**src/rtl/pulse_meter_pkg.sv**
```systemverilog
// pulse_meter_pkg: shared FSM state type and parameter defaults for pulse_meter.
package pulse_meter_pkg;

    localparam int CNT_W_DEF       = 16;
    localparam int SYNC_STAGES_DEF = 2;

    typedef enum logic [1:0] {
        IDLE,
        ARM,
        HIGH,
        LOW
    } state_t;

endpackage

```
**src/rtl/pulse_meter_sync_edge.sv**
```systemverilog
// sync_edge: synchronises an async input and flags its rising/falling edges.
//   clk, nreset : clock, synchronous active-low reset
//   sig_in      : asynchronous input
//   level       : synchronised level
//   rise / fall : one-cycle pulses on synchronised edges
module sync_edge
    import pulse_meter_pkg::*;
#(
    parameter int STAGES = SYNC_STAGES_DEF
) (
    input  logic clk,
    input  logic nreset,
    input  logic sig_in,
    output logic level,
    output logic rise,
    output logic fall
);

    logic [STAGES-1:0] sync;
    logic              hist;

    always_ff @(posedge clk) begin
        if (!nreset) begin
            sync <= '0;
            hist <= 1'b0;
        end else begin
            sync <= {sync[STAGES-2:0], sig_in};
            hist <= sync[STAGES-1];
        end
    end

    assign level = sync[STAGES-1];
    assign rise  = level & ~hist;
    assign fall  = ~level & hist;

endmodule

```
**src/rtl/pulse_meter.sv**
```systemverilog
// pulse_meter: measures high/low phase durations of an async signal, one result per period.
//   clk, nreset      : clock, synchronous active-low reset
//   en               : measurement enable; low returns the FSM to IDLE
//   sig_in           : asynchronous signal under test
//   m_valid/m_ready  : result handshake
//   m_high / m_low   : high / low phase duration in clk cycles
//   m_ovf            : a counter saturated during this measurement
//   m_drop           : results were discarded before this one
//   busy             : FSM not in IDLE
module pulse_meter
    import pulse_meter_pkg::*;
#(
    parameter int CNT_W       = CNT_W_DEF,
    parameter int SYNC_STAGES = SYNC_STAGES_DEF
) (
    input  logic             clk,
    input  logic             nreset,
    input  logic             en,
    input  logic             sig_in,
    output logic             m_valid,
    input  logic             m_ready,
    output logic [CNT_W-1:0] m_high,
    output logic [CNT_W-1:0] m_low,
    output logic             m_ovf,
    output logic             m_drop,
    output logic             busy
);

    localparam logic [CNT_W-1:0] MAX = '1;

    state_t           state;
    logic [CNT_W-1:0] hi_cnt, lo_cnt;
    logic             ovf, drop;
    logic             level, rise, fall;
    logic             unused_level;

    sync_edge #(.STAGES(SYNC_STAGES)) u_sync (
        .clk    (clk),
        .nreset (nreset),
        .sig_in (sig_in),
        .level  (level),
        .rise   (rise),
        .fall   (fall)
    );

    // The FSM works purely on edges; the level is not needed here.
    assign unused_level = level;

    always_ff @(posedge clk) begin
        if (!nreset) begin
            state   <= IDLE;
            busy    <= 1'b0;
            hi_cnt  <= '0;
            lo_cnt  <= '0;
            ovf     <= 1'b0;
            drop    <= 1'b0;
            m_valid <= 1'b0;
            m_high  <= '0;
            m_low   <= '0;
            m_ovf   <= 1'b0;
            m_drop  <= 1'b0;
        end else begin
            // Acceptance clears m_valid; a same-cycle commit below overrides it.
            if (m_valid && m_ready)
                m_valid <= 1'b0;
            if (!en) begin
                state  <= IDLE;
                busy   <= 1'b0;
                hi_cnt <= '0;
                lo_cnt <= '0;
                ovf    <= 1'b0;
            end else begin
                case (state)
                    IDLE: begin
                        state <= ARM;
                        busy  <= 1'b1;
                    end
                    ARM: if (rise) begin
                        state  <= HIGH;
                        hi_cnt <= CNT_W'(1);
                    end
                    HIGH: if (fall) begin
                        state  <= LOW;
                        lo_cnt <= CNT_W'(1);
                    end else begin
                        hi_cnt <= hi_cnt + CNT_W'(hi_cnt != MAX);
                        if (hi_cnt == MAX)
                            ovf <= 1'b1;
                    end
                    LOW: if (rise) begin
                        // Closing rise ends this period and opens the next one.
                        if (!m_valid || m_ready) begin
                            m_valid <= 1'b1;
                            m_high  <= hi_cnt;
                            m_low   <= lo_cnt;
                            m_ovf   <= ovf;
                            m_drop  <= drop;
                            drop    <= 1'b0;
                        end else begin
                            drop <= 1'b1;
                        end
                        state  <= HIGH;
                        hi_cnt <= CNT_W'(1);
                        lo_cnt <= '0;
                        ovf    <= 1'b0;
                    end else begin
                        lo_cnt <= lo_cnt + CNT_W'(lo_cnt != MAX);
                        if (lo_cnt == MAX)
                            ovf <= 1'b1;
                    end
                    default: state <= IDLE;
                endcase
            end
        end
    end

endmodule

```
**config.mk**
```make
export PLATFORM = sky130hd
export DESIGN_NAME = pulse_meter
export DESIGN_NICKNAME = d
export VERILOG_FILES = /design/src/rtl/pulse_meter_pkg.sv /design/src/rtl/pulse_meter_sync_edge.sv /design/src/rtl/pulse_meter.sv
export SDC_FILE = /design/constraint.sdc
export NUM_CORES = 1
export LEC_CHECK = 0
export ABC_AREA = 1
export CORE_MARGIN = 2
export CORE_UTILIZATION = 50
export CTS_CLUSTER_DIAMETER = 200
export DETAILED_ROUTE_END_ITERATION = 8
export GPL_TIMING_DRIVEN = 0
export HOLD_SLACK_MARGIN = 0.02
export MAX_ROUTING_LAYER = met4
export PLACE_DENSITY = 0.74
export SETUP_SLACK_MARGIN = 0.15
export SLEW_MARGIN = 20
export SYNTH_ARGS = -nofsm -noshare
export SYNTH_HDL_FRONTEND = slang
export SYNTH_SLANG_ARGS = --single-unit
```
**constraint.sdc**
```tcl
create_clock -name clk -period 1.6 [get_ports clk]
set_input_delay 0.48 -clock clk [delete_from_list [all_inputs] [get_ports clk]]
set_output_delay 0.48 -clock clk [all_outputs]
set_load 0.01 [all_outputs]
```
==> results.sh, run 1 <==
export IMPL_rows=29
export IMPL_layout_setup_ws_ns=-0.133
export IMPL_cts_root_buf="clkbuf_8"
export IMPL_core_um2=6420
export IMPL_arrival_ns=1.98
export IMPL_crit_end="hi_cnt[15]$_SDFFE_PN0P_"
export IMPL_leakagePower_nw=2.10
export IMPL_hold_slack_ns=0.421
export IMPL_r2r_end="hi_cnt[15]$_SDFFE_PN0P_"
export IMPL_p_comb_share_pct=2.6
export IMPL_drive_gt1_share_pct=42.4
export IMPL_synth_edf_count=0
export IMPL_p_per_area_nw_per_um2=756
export IMPL_synth_distinct_cells=26
export IMPL_p_sw_w=0.000813
export IMPL_drtIter0Drc=325
export IMPL_routed_via_count=3669
export IMPL_r2r_setup_slack_ns=-0.13
export IMPL_dieWidth_um=85.8
export IMPL_drt_pass1_iterations=9
export IMPL_drc=2
export IMPL_fin_util_pct=77.7
export IMPL_seqCellArea_um2=1580
export IMPL_grtUsageTotal_pct=28.1
export IMPL_end_kind="flop"
export IMPL_nFillCells=382
export IMPL_synthesis_instances=461
export IMPL_crit_fanout=3
export IMPL_cts_sinks=75
export IMPL_numCtsBuffers=9
export IMPL_critical_path_slowest_cell="dfxtp_4"
export IMPL_seq_area_frac_synth_pct=44.9
export IMPL_relSlewSlack_pct=63.9
export IMPL_r2r_start="hi_cnt[15]$_SDFFE_PN0P_"
export IMPL_port_buffer_count=40
export IMPL_ys_ff_latch=75
export IMPL_ant_nets=0
export IMPL_violations="design-rule violations, negative setup slack"
export IMPL_status="complete, but fails checks"
export IMPL_synthFlopType="dfxtp_1"
export IMPL_tns_ns=-1.40
export IMPL_ys_top_cells_by_area="dfxtp_1 (45%), nand2_1 (9.0%), nor2_1 (7.2%), a21oi_1 (6.3%), inv_1 (5.7%)"
export IMPL_syn_nets=470
export IMPL_slowest_delay_ns=0.36
export IMPL_crit_chain="nand2_2 > nor3_2 > nand4_1 > buf_4 > buf_6 > ha_4 > nand3_4 > nor2_4 > a21oi_2 > nor2_1"
export IMPL_yosys_cell_count_top_type="nand2_1"
export IMPL_cts_clk_slew_worst_paths_ns=0.08
export IMPL_swShare_pct=21.5
export IMPL_antennaDiodeCount=0
export IMPL_nets=565
export IMPL_setup_viol=25
export IMPL_hold_depth=2
export IMPL_design_area_um2=4990
export IMPL_period_minus_slack_ns=1.73
export IMPL_critical_path_startpoint="hi_cnt[15]$_SDFFE_PN0P_"
export IMPL_async_flop_share_pct=0
export IMPL_globalplace_congestion=0.909
export IMPL_syn_area_um2=3340
export IMPL_yosysWarnings=0
export IMPL_rsz0062_at_grt="yes"
export IMPL_finalPower_w=0.00377
export IMPL_grt_max_degree=14
export IMPL_required_ns=1.85
export IMPL_synth_top_area_cell="dfxtp_1"
export IMPL_overflow=0
export IMPL_hold_class="flop to flop"
export IMPL_hold_viol=0
export IMPL_insertion_delay_ns=0.36
export IMPL_drv_slew=0
export IMPL_fmaxAchievable_mhz=577
export IMPL_synth_area_per_cell_um2=7.25
export IMPL_internal_power_w=0.00296
export IMPL_worstMarginPinSlew_ns=0.541
export IMPL_cts_path_max_buffers=2
export IMPL_routed_wl_um=11000
export IMPL_die_y_um=85.8
export IMPL_critPathLaunchType="flop"
export IMPL_crit_type="flop to flop"
export IMPL_grt_pass1_vias=3465
export IMPL_ir_worst_vdd_uv=471
export IMPL_htree_levels=3
export IMPL_ioPinCount=41
export IMPL_die_area_um2=7360
export IMPL_avgViaCountPerCell=5.75
export IMPL_start_util_pct=52.1
export IMPL_clock_skew_ns=0.00713
export IMPL_dpl_cell_area_um2=3870
export IMPL_cts_hold_buf=0
export IMPL_antenna_found_initial=0
export IMPL_grt_pass1_wl_um=15800
export IMPL_multi_input_area_um2=1980
export IMPL_areaGrowthSynthToFinish_pct=49.3
export IMPL_seqPwrFrac_pct=49.2
export IMPL_dp_hpwl_um=5820
export IMPL_fin_crit_sh_pct=108
export IMPL_avgRoutedWirePerCell_um=17.3
export IMPL_drv_cap=0
export IMPL_synth_top_cell_area_share_pct=44.9
export IMPL_rr_worst_depth=10
export IMPL_synth_common_cells="nand2_1 (80), dfxtp_1 (75), nor2_1 (64), inv_1 (51), a21oi_1 (42)"
export IMPL_clockPowerShare_pct=48.2
export IMPL_cts_tree="built"
-- area by class of cell --
class	instances	area share, %
Tap cell	77	1.93
Sequential cell	75	31.6
Inverter	56	4.61
Multi-Input combinational cell	316	39.7
Buffer	14	2.63
Timing Repair Buffer	84	14.4
Clock buffer	10	2.76
Clock inverter	6	2.23
-- how the worst min path moves through the flow --
stage | start | end | slack [ns]
floorplan | u_sync.sync[0]$_SDFF_PN0_ | u_sync.sync[1]$_SDFF_PN0_ | 0.39
global placement | u_sync.sync[0]$_SDFF_PN0_ | u_sync.sync[1]$_SDFF_PN0_ | 0.40
detailed placement | u_sync.sync[0]$_SDFF_PN0_ | u_sync.sync[1]$_SDFF_PN0_ | 0.41
CTS | u_sync.sync[0]$_SDFF_PN0_ | u_sync.sync[1]$_SDFF_PN0_ | 0.43
global route | u_sync.sync[0]$_SDFF_PN0_ | u_sync.sync[1]$_SDFF_PN0_ | 0.43
finish | u_sync.sync[0]$_SDFF_PN0_ | u_sync.sync[1]$_SDFF_PN0_ | 0.42
-- what timing repair did --
action,4_1_cts,5_1_grt
resized for setup,167,115
setup buffers,31,10
setup endpoints to repair,106,100
pin swaps,31,38
gates cloned,0,3
-- power by group through the flow --
stage | clock, W | sequential [W] | combinational, W
floorplan | 0 | 0.00192 | 0.0000471
global placement | 0 | 0.00192 | 0.0000780
detailed placement | 0 | 0.00192 | 0.0000793
CTS | 0.00182 | 0.00186 | 0.0000848
global route | 0.00191 | 0.00186 | 0.000103
finish | 0.00182 | 0.00186 | 0.0000976
-- worst max-delay path, delay by kind of cell (launching register included) --
kind | cells | cell delay, ns
fa+ha+maj | 1 | 0.17
compound gates | 1 | 0.15
buf+inv | 2 | 0.30
flops | 1 | 0.36
simple gates | 6 | 0.66
-- state kept, by name, summed over array words and instances (netlist names) --
register / cells
hi_cnt: 16
lo_cnt: 16
m_high: 16
m_low: 16
state: 2
u_sync.sync: 2
busy: 1
drop: 1
m_drop: 1
m_ovf: 1
m_valid: 1
ovf: 1
u_sync.hist: 1
-- cells in the final DEF (no fill, tap or decap), types with 5 or more instances in the layout --
cell	count
nand2_2	15
o21ai_0	9
nand2_1	56
nor2_2	8
nand3_1	8
nor2_4	12
a21oi_1	34
dfxtp_4	13
nand2_4	14
inv_4	6
clkbuf_8	10
dfxtp_1	39
o21ai_1	40
buf_4	37
dfxtp_2	23
nor2_1	52
clkdlybuf4s15_1	16
o21ai_2	5
a21oi_2	19
inv_2	6
nor3_1	11
clkbuf_2	19
nand4_1	5
inv_1	43
nand3_2	9
buf_6	7
-- metrics by stage --
| stage | instances | setup slack, ns |
|---|---|---|
| 2_1_floorplan | 461 | 0.110 |
| 3_3_place_gp | 578 | -0.565 |
| 3_5_place_dp | 578 | -0.573 |
| 4_1_cts | 625 | 0.00115 |
| 5_1_grt | 638 | -0.208 |
| 6_report | 638 | -0.133 |
-- cell families after synthesis --
| group | Yosys count | synth area share [%] |
|---|---|---|
| AOI/OAI and AO/OA | 111 | 18.1 |
| xor gates and xnor gates | 1 | 0.262 |
| adders and majority gates | 4 | 1.50 |
| buffers and inverters | 70 | 9.09 |
| DFF | 75 | 44.9 |
| and+or+nand+nor | 200 | 26.2 |
-- layer usage --
layer	GRT usage, %	up-vias	part of all wire [%]
met2	44.2	193	48
met1	32.9	1727	40
met4	19.0	0	5.4
met3	4.91	59	6.3
met5	-	-	0
li1	-	1690	-
(Power assumes the default switching activity.)
==> run 2, diff against run 1 <==
- GPL_TIMING_DRIVEN: 0 -> not set
==> results.sh, run 2 (synthesized netlist as in run 1, its figures left out) <==
export IMPL_r2r_setup_slack_ns=-0.03
export IMPL_slowest_delay_ns=0.34
export IMPL_crit_chain="nand2_2 > nor2_4 > nand4_1 > ha_2 > nand2_2 > nor2_4 > nand3_4 > nor2_4 > nand3_2 > nand2_1 > nor2_1"
export IMPL_dp_cells=617
export IMPL_grt_pass1_vias=3320
export IMPL_use_met1_pct=32.0
export IMPL_violations="design-rule violations, negative setup slack"
export IMPL_drv_slew=0
export IMPL_drive_gt1_share_pct=44.3
export IMPL_dpl_cell_area_um2=4200
export IMPL_dieWidth_um=85.8
export IMPL_start_util_pct=52.1
export IMPL_routed_wl_um=11000
export IMPL_r2r_end="hi_cnt[14]$_SDFFE_PN0P_"
export IMPL_cts_root_buf="clkbuf_8"
export IMPL_grtUsageTotal_pct=27.5
export IMPL_crit_end="hi_cnt[14]$_SDFFE_PN0P_"
export IMPL_status="complete, but fails checks"
export IMPL_setup_viol=4
export IMPL_arrival_ns=1.88
export IMPL_design_area_um2=5010
export IMPL_nets=580
export IMPL_areaGrowthSynthToFinish_pct=49.8
export IMPL_ir_worst_vdd_uv=576
export IMPL_finalNonFillerCells=653
export IMPL_ioPinCount=41
export IMPL_period_minus_slack_ns=1.63
export IMPL_critical_path_startpoint="hi_cnt[11]$_SDFFE_PN0P_"
export IMPL_die_y_um=85.8
export IMPL_cts_tree="built"
export IMPL_ant_nets=0
export IMPL_hold_viol=0
export IMPL_hold_class="flop to flop"
export IMPL_grt_max_degree=40
export IMPL_dp_hpwl_um=6140
export IMPL_cts_clk_slew_worst_paths_ns=0.07
export IMPL_grt_pass1_wl_um=15400
export IMPL_layout_setup_ws_ns=-0.0322
export IMPL_rr_worst_depth=11
export IMPL_avgRoutedWirePerCell_um=16.8
export IMPL_antenna_found_initial=0
export IMPL_crit_path_frequent_cell="nor2_4"
export IMPL_avgViaCountPerCell=5.58
export IMPL_critPathLaunchType="flop"
export IMPL_antennaDiodeCount=0
export IMPL_insertion_delay_ns=0.35
export IMPL_drtIter0Drc=217
export IMPL_hold_slack_ns=0.419
export IMPL_use_met2_pct=44.9
export IMPL_rsz0062_at_grt="yes"
export IMPL_rows=29
export IMPL_cts_sinks=75
export IMPL_grt_met3_usage_pct=5.77
export IMPL_relSlewSlack_pct=74.0
export IMPL_finalPower_w=0.00322
export IMPL_overflow=0
export IMPL_crit_fanout=6
export IMPL_fin_util_pct=78.0
export IMPL_core_um2=6420
export IMPL_drv_cap=0
export IMPL_drt_pass1_iterations=7
export IMPL_cts_path_max_buffers=2
export IMPL_fin_crit_sh_pct=102
export IMPL_nFillCells=425
export IMPL_crit_type="flop to flop"
export IMPL_drc=2
export IMPL_die_area_um2=7360
export IMPL_clock_skew_ns=0.00827
export IMPL_critical_path_slowest_cell="dfxtp_2"
export IMPL_r2r_start="hi_cnt[11]$_SDFFE_PN0P_"
export IMPL_end_kind="flop"
export IMPL_fmaxAchievable_mhz=613
export IMPL_busiest_layer="met2"
export IMPL_numCtsBuffers=9
export IMPL_final_cell_mix="buf_4 (59), nand2_1 (56), dfxtp_1 (47)"
export IMPL_routed_via_count=3645
export IMPL_globalplace_congestion=0.860
export IMPL_required_ns=1.85
export IMPL_worstMarginPinSlew_ns=0.389
export IMPL_p_per_area_nw_per_um2=643
export IMPL_cts_hold_buf=0
export IMPL_port_buffer_count=40
export IMPL_leakagePower_nw=2.05
export IMPL_final_common_cell="buf_4"
export IMPL_htree_levels=3
[run 2: worst max-delay path: cells and delay by family (launching register included)]
| family | cells | cell delay [ns] |
|---|---|---|
| fa+ha+maj | 1 | 0.21 |
| flops | 1 | 0.34 |
| simple gates | 10 | 0.99 |
[run 2: per-stage QoR]
| step | setup slack (ns) | TNS (ns) |
|---|---|---|
| CTS | 0.0435 | 0 |
| finish | -0.0322 | -0.0782 |
| detailed placement | -0.278 | -11.91 |
| floorplan | 0.110 | 0 |
| global placement | -0.222 | -10.0 |
| global route | -0.123 | -1.19 |
[run 2: where the power goes]
group | internal [W] | switching (W)
combinational | 0.0000367 | 0.0000656
sequential | 0.00187 | 0.00000650
clock | 0.000559 | 0.000684
total | 0.00247 | 0.000756
[run 2: final cells by class]
class	instances	area (um^2)	share of cell area [%]
clock buffer	13	139	2.77
sequential	75	1540	30.7
clock inverter	3	15.0	0.300
multi-input combinational	316	1990	39.7
tap	77	96.3	1.92
timing repair buffer	113	1000	20.1
inverter	56	225	4.50
[run 2: worst min-delay path by stage]
stage	start	end	slack [ns]	cells past startpoint
2_1_floorplan	u_sync.sync[0]$_SDFF_PN0_	u_sync.sync[1]$_SDFF_PN0_	0.39	2
3_3_place_gp	u_sync.sync[0]$_SDFF_PN0_	u_sync.sync[1]$_SDFF_PN0_	0.40	2
3_5_place_dp	u_sync.sync[0]$_SDFF_PN0_	u_sync.sync[1]$_SDFF_PN0_	0.41	2
4_1_cts	u_sync.sync[0]$_SDFF_PN0_	u_sync.sync[1]$_SDFF_PN0_	0.42	2
5_1_grt	u_sync.sync[0]$_SDFF_PN0_	u_sync.sync[1]$_SDFF_PN0_	0.44	2
6_report	u_sync.sync[0]$_SDFF_PN0_	u_sync.sync[1]$_SDFF_PN0_	0.42	2
[run 2: timing repair]
item / 4_1_cts / 5_1_grt
gates cloned: 2 / 1
endpoints found under the setup margin: 91 / 100
pin swaps: 30 / 38
buffers inserted: 10 / 7
gates resized for setup: 97 / 160
[run 2: layer usage]
metal  routed length (um)  share of wire (%)
met5                    0                  0
met1                 4330                 39
met3                  579                5.3
met4                  291                2.6
met2                 5800                 53
